<file path="src/rtl/thermo_spi_pkg.sv">
// Shared definitions for the thermocouple SPI responder: frame layout,
// FSM state encoding and a frame-building helper.
package thermo_spi_pkg;

  localparam int FRAME_W  = 16;
  localparam int TEMP_W   = 12;
  localparam int TEMP_MSB = 14;
  localparam int TEMP_LSB = 3;
  localparam int OPEN_BIT = 2;
  localparam int ID_BIT   = 1;
  localparam int BITCNT_W = 5;

  typedef enum logic [1:0] {
    CONVERT = 2'd0,
    READY   = 2'd1,
    SHIFT   = 2'd2
  } state_t;

  // Assemble the 16-bit read frame: {0, temp[11:0], open_tc, id=0, 0}.
  function automatic logic [FRAME_W-1:0] build_frame(input logic [TEMP_W-1:0] temp,
                                                     input logic              open_bit);
    logic [FRAME_W-1:0] f;
    f                    = {FRAME_W{1'b0}};
    f[TEMP_MSB:TEMP_LSB] = temp;
    f[OPEN_BIT]          = open_bit;
    f[ID_BIT]            = 1'b0;
    return f;
  endfunction

endpackage

</file>
<file path="src/rtl/thermo_spi_responder_if.sv">
// SPI read link between the temperature reader (master) and the responder.
interface thermo_spi_if;
  logic cs;
  logic sck;
  logic so;

  modport master (output cs, output sck, input so);
  modport slave  (input cs, input sck, output so);
endinterface

</file>
<file path="src/rtl/spi_sync_edge.sv">
// Synchronizes an asynchronous pin into the clk domain and produces
// single-cycle rise/fall pulses from the synchronized level.
module spi_sync_edge #(
  parameter int   SYNC_STAGES = 2,
  parameter logic RST_VAL     = 1'b0
) (
  input  logic clk,
  input  logic rst_n,
  input  logic i_d,
  output logic o_level,
  output logic o_rise,
  output logic o_fall
);

  logic [SYNC_STAGES-1:0] r_sync;
  logic                   r_prev;

  // Synchronizer chain plus one edge-history register.
  always_ff @(posedge clk or negedge rst_n) begin
    if (!rst_n) begin
      r_sync <= {SYNC_STAGES{RST_VAL}};
      r_prev <= RST_VAL;
    end else begin
      r_sync <= {r_sync[SYNC_STAGES-2:0], i_d};
      r_prev <= r_sync[SYNC_STAGES-1];
    end
  end

  assign o_level = r_sync[SYNC_STAGES-1];
  assign o_rise  = r_sync[SYNC_STAGES-1] & ~r_prev;
  assign o_fall  = ~r_sync[SYNC_STAGES-1] & r_prev;

endmodule

</file>
<file path="src/rtl/thermo_spi_responder.sv">
// MAX6675-style thermocouple converter emulation on the slave side of a
// 16-bit SPI read link. Optional feature macro: THERMO_OPEN_TC_EN (when
// defined, open_tc is captured into frame bit 2; otherwise bit 2 reads 0).
module thermo_spi_responder
  import thermo_spi_pkg::*;
#(
  parameter int CONV_CYCLES = 11_000_000,
  parameter int SYNC_STAGES = 2
) (
  input  logic              clk,
  input  logic              rst_n,
  thermo_spi_if.slave       spi,
  input  logic [TEMP_W-1:0] temp_in,
  input  logic              open_tc,
  output logic              conv_ready,
  output logic              frame_done
);

  localparam int                CONV_W    = $clog2(CONV_CYCLES);
  localparam logic [CONV_W-1:0] CONV_LAST = CONV_W'(CONV_CYCLES - 1);

  state_t               r_state;
  state_t               w_next;
  logic [CONV_W-1:0]    r_conv_cnt;
  logic [TEMP_W-1:0]    r_hold_temp;
  logic                 r_hold_open;
  logic [FRAME_W-1:0]   r_shreg;
  logic [BITCNT_W-1:0]  r_bit_cnt;
  logic                 r_so;
  logic                 r_conv_ready;
  logic                 r_frame_done;

  logic w_cs_level, w_cs_rise, w_cs_fall;
  logic w_sck_level, w_sck_rise, w_sck_fall;
  logic w_open_eff;
  logic w_enter_shift, w_leave_shift, w_conv_done, w_shift_bit;

`ifdef THERMO_OPEN_TC_EN
  assign w_open_eff = open_tc;
`else
  assign w_open_eff = 1'b0;
`endif

  spi_sync_edge #(.SYNC_STAGES(SYNC_STAGES), .RST_VAL(1'b1)) u_cs_sync (
    .clk     (clk),
    .rst_n   (rst_n),
    .i_d     (spi.cs),
    .o_level (w_cs_level),
    .o_rise  (w_cs_rise),
    .o_fall  (w_cs_fall)
  );

  spi_sync_edge #(.SYNC_STAGES(SYNC_STAGES), .RST_VAL(1'b0)) u_sck_sync (
    .clk     (clk),
    .rst_n   (rst_n),
    .i_d     (spi.sck),
    .o_level (w_sck_level),
    .o_rise  (w_sck_rise),
    .o_fall  (w_sck_fall)
  );

  // State register.
  always_ff @(posedge clk or negedge rst_n) begin
    if (!rst_n) begin
      r_state <= CONVERT;
    end else begin
      r_state <= w_next;
    end
  end

  // Next-state and transition strobes; a cs fall takes priority over conversion end.
  always_comb begin
    w_next        = r_state;
    w_enter_shift = 1'b0;
    w_leave_shift = 1'b0;
    w_conv_done   = 1'b0;
    case (r_state)
      CONVERT: begin
        if (w_cs_fall) begin
          w_next        = SHIFT;
          w_enter_shift = 1'b1;
        end else if (r_conv_cnt == CONV_LAST) begin
          w_next      = READY;
          w_conv_done = 1'b1;
        end else begin
          w_next = CONVERT;
        end
      end
      READY: begin
        if (w_cs_fall) begin
          w_next        = SHIFT;
          w_enter_shift = 1'b1;
        end else begin
          w_next = READY;
        end
      end
      SHIFT: begin
        if (w_cs_rise) begin
          w_next        = CONVERT;
          w_leave_shift = 1'b1;
        end else begin
          w_next = SHIFT;
        end
      end
      default: begin
        w_next = CONVERT;
      end
    endcase
  end

  // sck falls only shift while already in SHIFT and cs is not being released.
  assign w_shift_bit = (r_state == SHIFT) && w_sck_fall && !w_cs_rise;

  // Conversion timer, held sample, shift register, bit counter and registered outputs.
  always_ff @(posedge clk or negedge rst_n) begin
    if (!rst_n) begin
      r_conv_cnt   <= {CONV_W{1'b0}};
      r_hold_temp  <= {TEMP_W{1'b0}};
      r_hold_open  <= 1'b0;
      r_shreg      <= {FRAME_W{1'b0}};
      r_bit_cnt    <= {BITCNT_W{1'b0}};
      r_so         <= 1'b0;
      r_conv_ready <= 1'b0;
      r_frame_done <= 1'b0;
    end else begin
      if ((r_state == CONVERT) && (w_next == CONVERT)) begin
        r_conv_cnt <= r_conv_cnt + {{(CONV_W-1){1'b0}}, 1'b1};
      end else begin
        r_conv_cnt <= {CONV_W{1'b0}};
      end

      if (w_conv_done) begin
        r_hold_temp <= temp_in;
        r_hold_open <= w_open_eff;
      end

      if (w_enter_shift) begin
        r_shreg   <= build_frame(r_hold_temp, r_hold_open);
        r_so      <= build_frame(r_hold_temp, r_hold_open) >> (FRAME_W - 1) != {FRAME_W{1'b0}};
        r_bit_cnt <= {BITCNT_W{1'b0}};
      end else if (w_leave_shift) begin
        r_so <= 1'b0;
      end else if (w_shift_bit) begin
        r_shreg <= {r_shreg[FRAME_W-2:0], 1'b0};
        r_so    <= r_shreg[FRAME_W-2];
        if (r_bit_cnt != BITCNT_W'(FRAME_W)) begin
          r_bit_cnt <= r_bit_cnt + {{(BITCNT_W-1){1'b0}}, 1'b1};
        end
      end

      if (w_conv_done) begin
        r_conv_ready <= 1'b1;
      end else if (w_enter_shift) begin
        r_conv_ready <= 1'b0;
      end

      r_frame_done <= w_leave_shift && (r_bit_cnt == BITCNT_W'(FRAME_W));
    end
  end

  assign spi.so     = r_so;
  assign conv_ready = r_conv_ready;
  assign frame_done = r_frame_done;

endmodule
</file>
<file path="src/flat_wrapper.sv">
// flat-port wrapper written by rule: the top's interface ports become plain ports
module thermo_spi_responder_flat import thermo_spi_pkg::*;
#(
  parameter int CONV_CYCLES = 11_000_000,
  parameter int SYNC_STAGES = 2
)
  (clk, rst_n, temp_in, open_tc, conv_ready, frame_done, spi_cs, spi_sck, spi_so);
  thermo_spi_if spi_i ();
  input  logic clk;
  input  logic rst_n;
  input  logic [TEMP_W-1:0] temp_in;
  input  logic open_tc;
  output logic conv_ready;
  output logic frame_done;
  input wire logic [$bits(spi_i.cs)-1:0] spi_cs;
  input wire logic [$bits(spi_i.sck)-1:0] spi_sck;
  output wire logic [$bits(spi_i.so)-1:0] spi_so;
  assign spi_i.cs = spi_cs;
  assign spi_i.sck = spi_sck;
  assign spi_so = spi_i.so;
  thermo_spi_responder #(.CONV_CYCLES(CONV_CYCLES), .SYNC_STAGES(SYNC_STAGES)) u_core (.clk(clk), .rst_n(rst_n), .spi(spi_i), .temp_in(temp_in), .open_tc(open_tc), .conv_ready(conv_ready), .frame_done(frame_done));
endmodule
</file>
<file path="config.mk">
export PLATFORM = sky130hd
export DESIGN_NAME = thermo_spi_responder_flat
export DESIGN_NICKNAME = d
export VERILOG_FILES = /design/src/rtl/thermo_spi_pkg.sv /design/src/rtl/thermo_spi_responder_if.sv /design/src/rtl/spi_sync_edge.sv /design/src/rtl/thermo_spi_responder.sv /design/src/flat_wrapper.sv
export SDC_FILE = /design/constraint.sdc
export NUM_CORES = 1
export LEC_CHECK = 0
export CORE_MARGIN = 2
export CORE_UTILIZATION = 47
export DETAILED_ROUTE_END_ITERATION = 10
export PLACE_DENSITY = 0.78
export SETUP_SLACK_MARGIN = 0.02
export SLEW_MARGIN = 10
export SYNTH_ARGS = -nofsm -noshare
export SYNTH_HDL_FRONTEND = slang
export SYNTH_SLANG_ARGS = --single-unit
</file>
<file path="constraint.sdc">
create_clock -name clk -period 4.59 [get_ports clk]
set_input_delay 0.6885 -clock clk [delete_from_list [all_inputs] [get_ports clk]]
set_output_delay 0.6885 -clock clk [all_outputs]
set_load 0.1 [all_outputs]
</file>
==> out/results.ini <==
[worst_setup_path]
cpPeakStageDelay_ps = 800
cp_num_buf_inv = 0
worstPathCellList = ha_1, nand3_2, or4_4, and4bb_1, mux2_2
critPathMaxFanout = 14
rr_startpoint = u_core.r_conv_cnt[0]
crit_path_start_kind = register
critPathRequiredTime_ps = 4820
slowest_stage = and4bb_1
critical-path-top-delay-family = simple AND/OR/NAND/NOR gates
cp-startpoint = u_core.r_conv_cnt[0]
cp.arrival_ps = 2920
cp-end-kind = register
crit_type = reg -> reg

[drt]
dr.pass1.iters = 4
antenna_left = 0
vias = 2063
viasPerCell = 5.62
drt_iter0_markers = 136
drt_wl_total_um = 5540
drc = 0
detail_route.wl_per_cell_um = 15.1

[final_layout]
area_growth_pct = 15.1
diodes = 0
design_area_um2 = 3510
drive_above_1_share_pct = 23.1
fin_cells = 367
utilization_pct = 55.7
nets = 305

[sta]
relSlewSlack_pct = 34.1
period_share_pct = 58.5
clock_skew_ps = 10.0
fmax_mhz = 372
setup_viol = 0
tightest_slew_ps = 975
rsz0062_at_grt = no
period_minus_slack_ps = 2690
hold_viol_final = 0
slew_violations = 0
finalSetupTns_ps = 0

[logic_synthesis]
synth-seq-cells = 64
synth_commonest_cells = 61 x dfrtp_1, 28 x nor2_1, 27 x mux2_2, 14 x xnor2_1, 13 x inv_1
syn_nets = 280
async_flop_share_pct = 100
synth_most_common_cell = dfrtp_1
synth-edff-count = 0
avgSynthCellArea_um2 = 11.7
netlist_area_um2 = 3050
syn_inst = 260
ys.flop_type = dfrtp_1
synth_area_leaders = dfrtp_1 50%, mux2_2 10%, xnor2_1 4.0%
synth_top_area_share_pct = 50.0
yosys_warnings = 0
synth_area_leader_cell = dfrtp_1
yosysSeqAreaShare_pct = 52.6
ys_types = 50

[power_and_ir_drop]
ir_drop_v = 0.000230
power_density_nw_per_um2 = 350
finalPower_w = 0.00123
leakage_nw = 1.52

[placed_design]
dpl.cell_count = 351
place_congestion = 0.784
dp_hpwl_um = 3680
port_buffers = 18
placed_area_um2 = 3290

[grt]
grt_pass1_wl_um = 9890
antenna_found_initial = 0
grt_pass1_vias = 2104
overflow = 0
grt_start_max_net_pins = 65
gr-usage-all-layers_pct = 17.3

[clock_tree]
cts_setup_buffers = 0
cts_num_sinks = 64
hold_buffers = 0
cts_made_buffers = 9
cts_resized = 0
cts.clk_slew.worst_paths_ps = 80
cts_tree = done
cts.path.max_buffers = 2
worst_skew_pair.late_latency_ps = 350
cts_root_buf = clkbuf_8
cts.htree.levels = 3

[run_status]
status = finished clean

[die]
row_count = 29
die_y_um = 84.6
die_w_um = 84.6
dieArea_um2 = 7160
fp.coreArea_um2 = 6310
start_util_pct = 48.4
num_io_pins = 20

[job]
cap_violations = 0

[min_path]
min_from = u_core.u_sck_sync.r_sync[0]
hp-class = reg -> reg

-- stage by stage --
stage | hold WS, ps | setup slack (ps)
floorplan | 331 | 2440
global placement | 337 | 1930
detailed placement | 345 | 1890
CTS | 360 | 1880
global route | 364 | 1760
finish | 360 | 1900
-- registers in the layout, summed over array words and instances (netlist names) --
name / count
u_core.r_state: 2
u_core.conv_ready: 1
u_core.frame_done: 1
u_core.u_cs_sync.r_sync: 2
u_core.u_sck_sync.r_prev: 1
u_core.r_hold_temp: 12
u_core.u_sck_sync.r_sync: 2
u_core.r_conv_cnt: 24
u_core.r_bit_cnt: 5
u_core.u_cs_sync.r_prev: 1
u_core.spi.so: 1
u_core.r_shreg: 12
-- worst paths after layout --
path / endpoint / slack, ps / cells past startpoint
worst max-delay path: u_core.r_hold_temp[2] / 1900 / 5
min in group asynchronous: u_core.r_bit_cnt[3] / 490 / 2
worst min-delay path: u_core.u_sck_sync.r_sync[1] / 360 / 0
worst min register to register: u_core.u_sck_sync.r_sync[1] / 360 / 0
worst max register to register: u_core.r_hold_temp[2] / 1900 / 5
max in group asynchronous: u_core.u_sck_sync.r_sync[1] / 3550 / 2
-- layout by cell type (no fill, tap or decap), types with 4 or more instances in the layout --
cell / netlist / routed
dfrtp_1: 61 / 61
nor2_1: 28 / 28
mux2_2: 27 / 27
clkdlybuf4s50_1: 0 / 17
xnor2_1: 14 / 14
inv_1: 13 / 13
nor3_1: 10 / 10
nand2_1: 9 / 9
clkbuf_8: 0 / 9
nand3_1: 8 / 8
mux2_4: 8 / 8
nand4_1: 7 / 7
o21ai_0: 8 / 7
nor4_1: 6 / 6
a21oi_1: 5 / 5
mux2i_1: 4 / 4
-- logic make-up (layout without fill, tap and decap cells) --
family / count (synthesis) / count (layout) / synth area share (%)
AND/OR/NAND/NOR: 90 / 90 / 16.6
AO/OA/AOI/OAI: 29 / 29 / 6.60
multiplexers: 39 / 39 / 15.2
flip-flops: 64 / 64 / 52.6
XOR/XNOR: 15 / 15 / 4.30
buffers and inverters: 20 / 50 / 3.56
adder cells (fa/ha/maj): 3 / 3 / 1.23
-- layout make-up --
cell class | count | area, µm²
fill | 535 | 2800
sequential | 64 | 1610
multi-input combinational | 176 | 1340
timing repair buffer | 21 | 198
clock buffer | 9 | 124
clock inverter | 7 | 103
tap | 77 | 96.3
inverter | 13 | 48.8
-- where the power goes --
part	leakage [nW]	switching, W	internal, W
clock	0.111	0.000240	0.000312
combinational	0.539	0.0000437	0.0000388
sequential	0.870	0.0000159	0.000578
-- routing by layer --
| metal | vias up | part of all wire (%) | global-route usage [%] |
|---|---|---|---|
| met2 | 42 | 47 | 27.0 |
| met1 | 1016 | 47 | 23.1 |
| met5 | - | 0 | 0 |
| met3 | 9 | 4.0 | 4.82 |
| li1 | 996 | - | - |
| met4 | 0 | 1.4 | 6.20 |
-- worst register-to-register path: stages, from the launching register on --
cell	delay, ps
dfrtp_1	390
ha_1	210
nand3_2	200
or4_4	560
and4bb_1	800
mux2_2	420
Power figures use the tool's default switching activity.
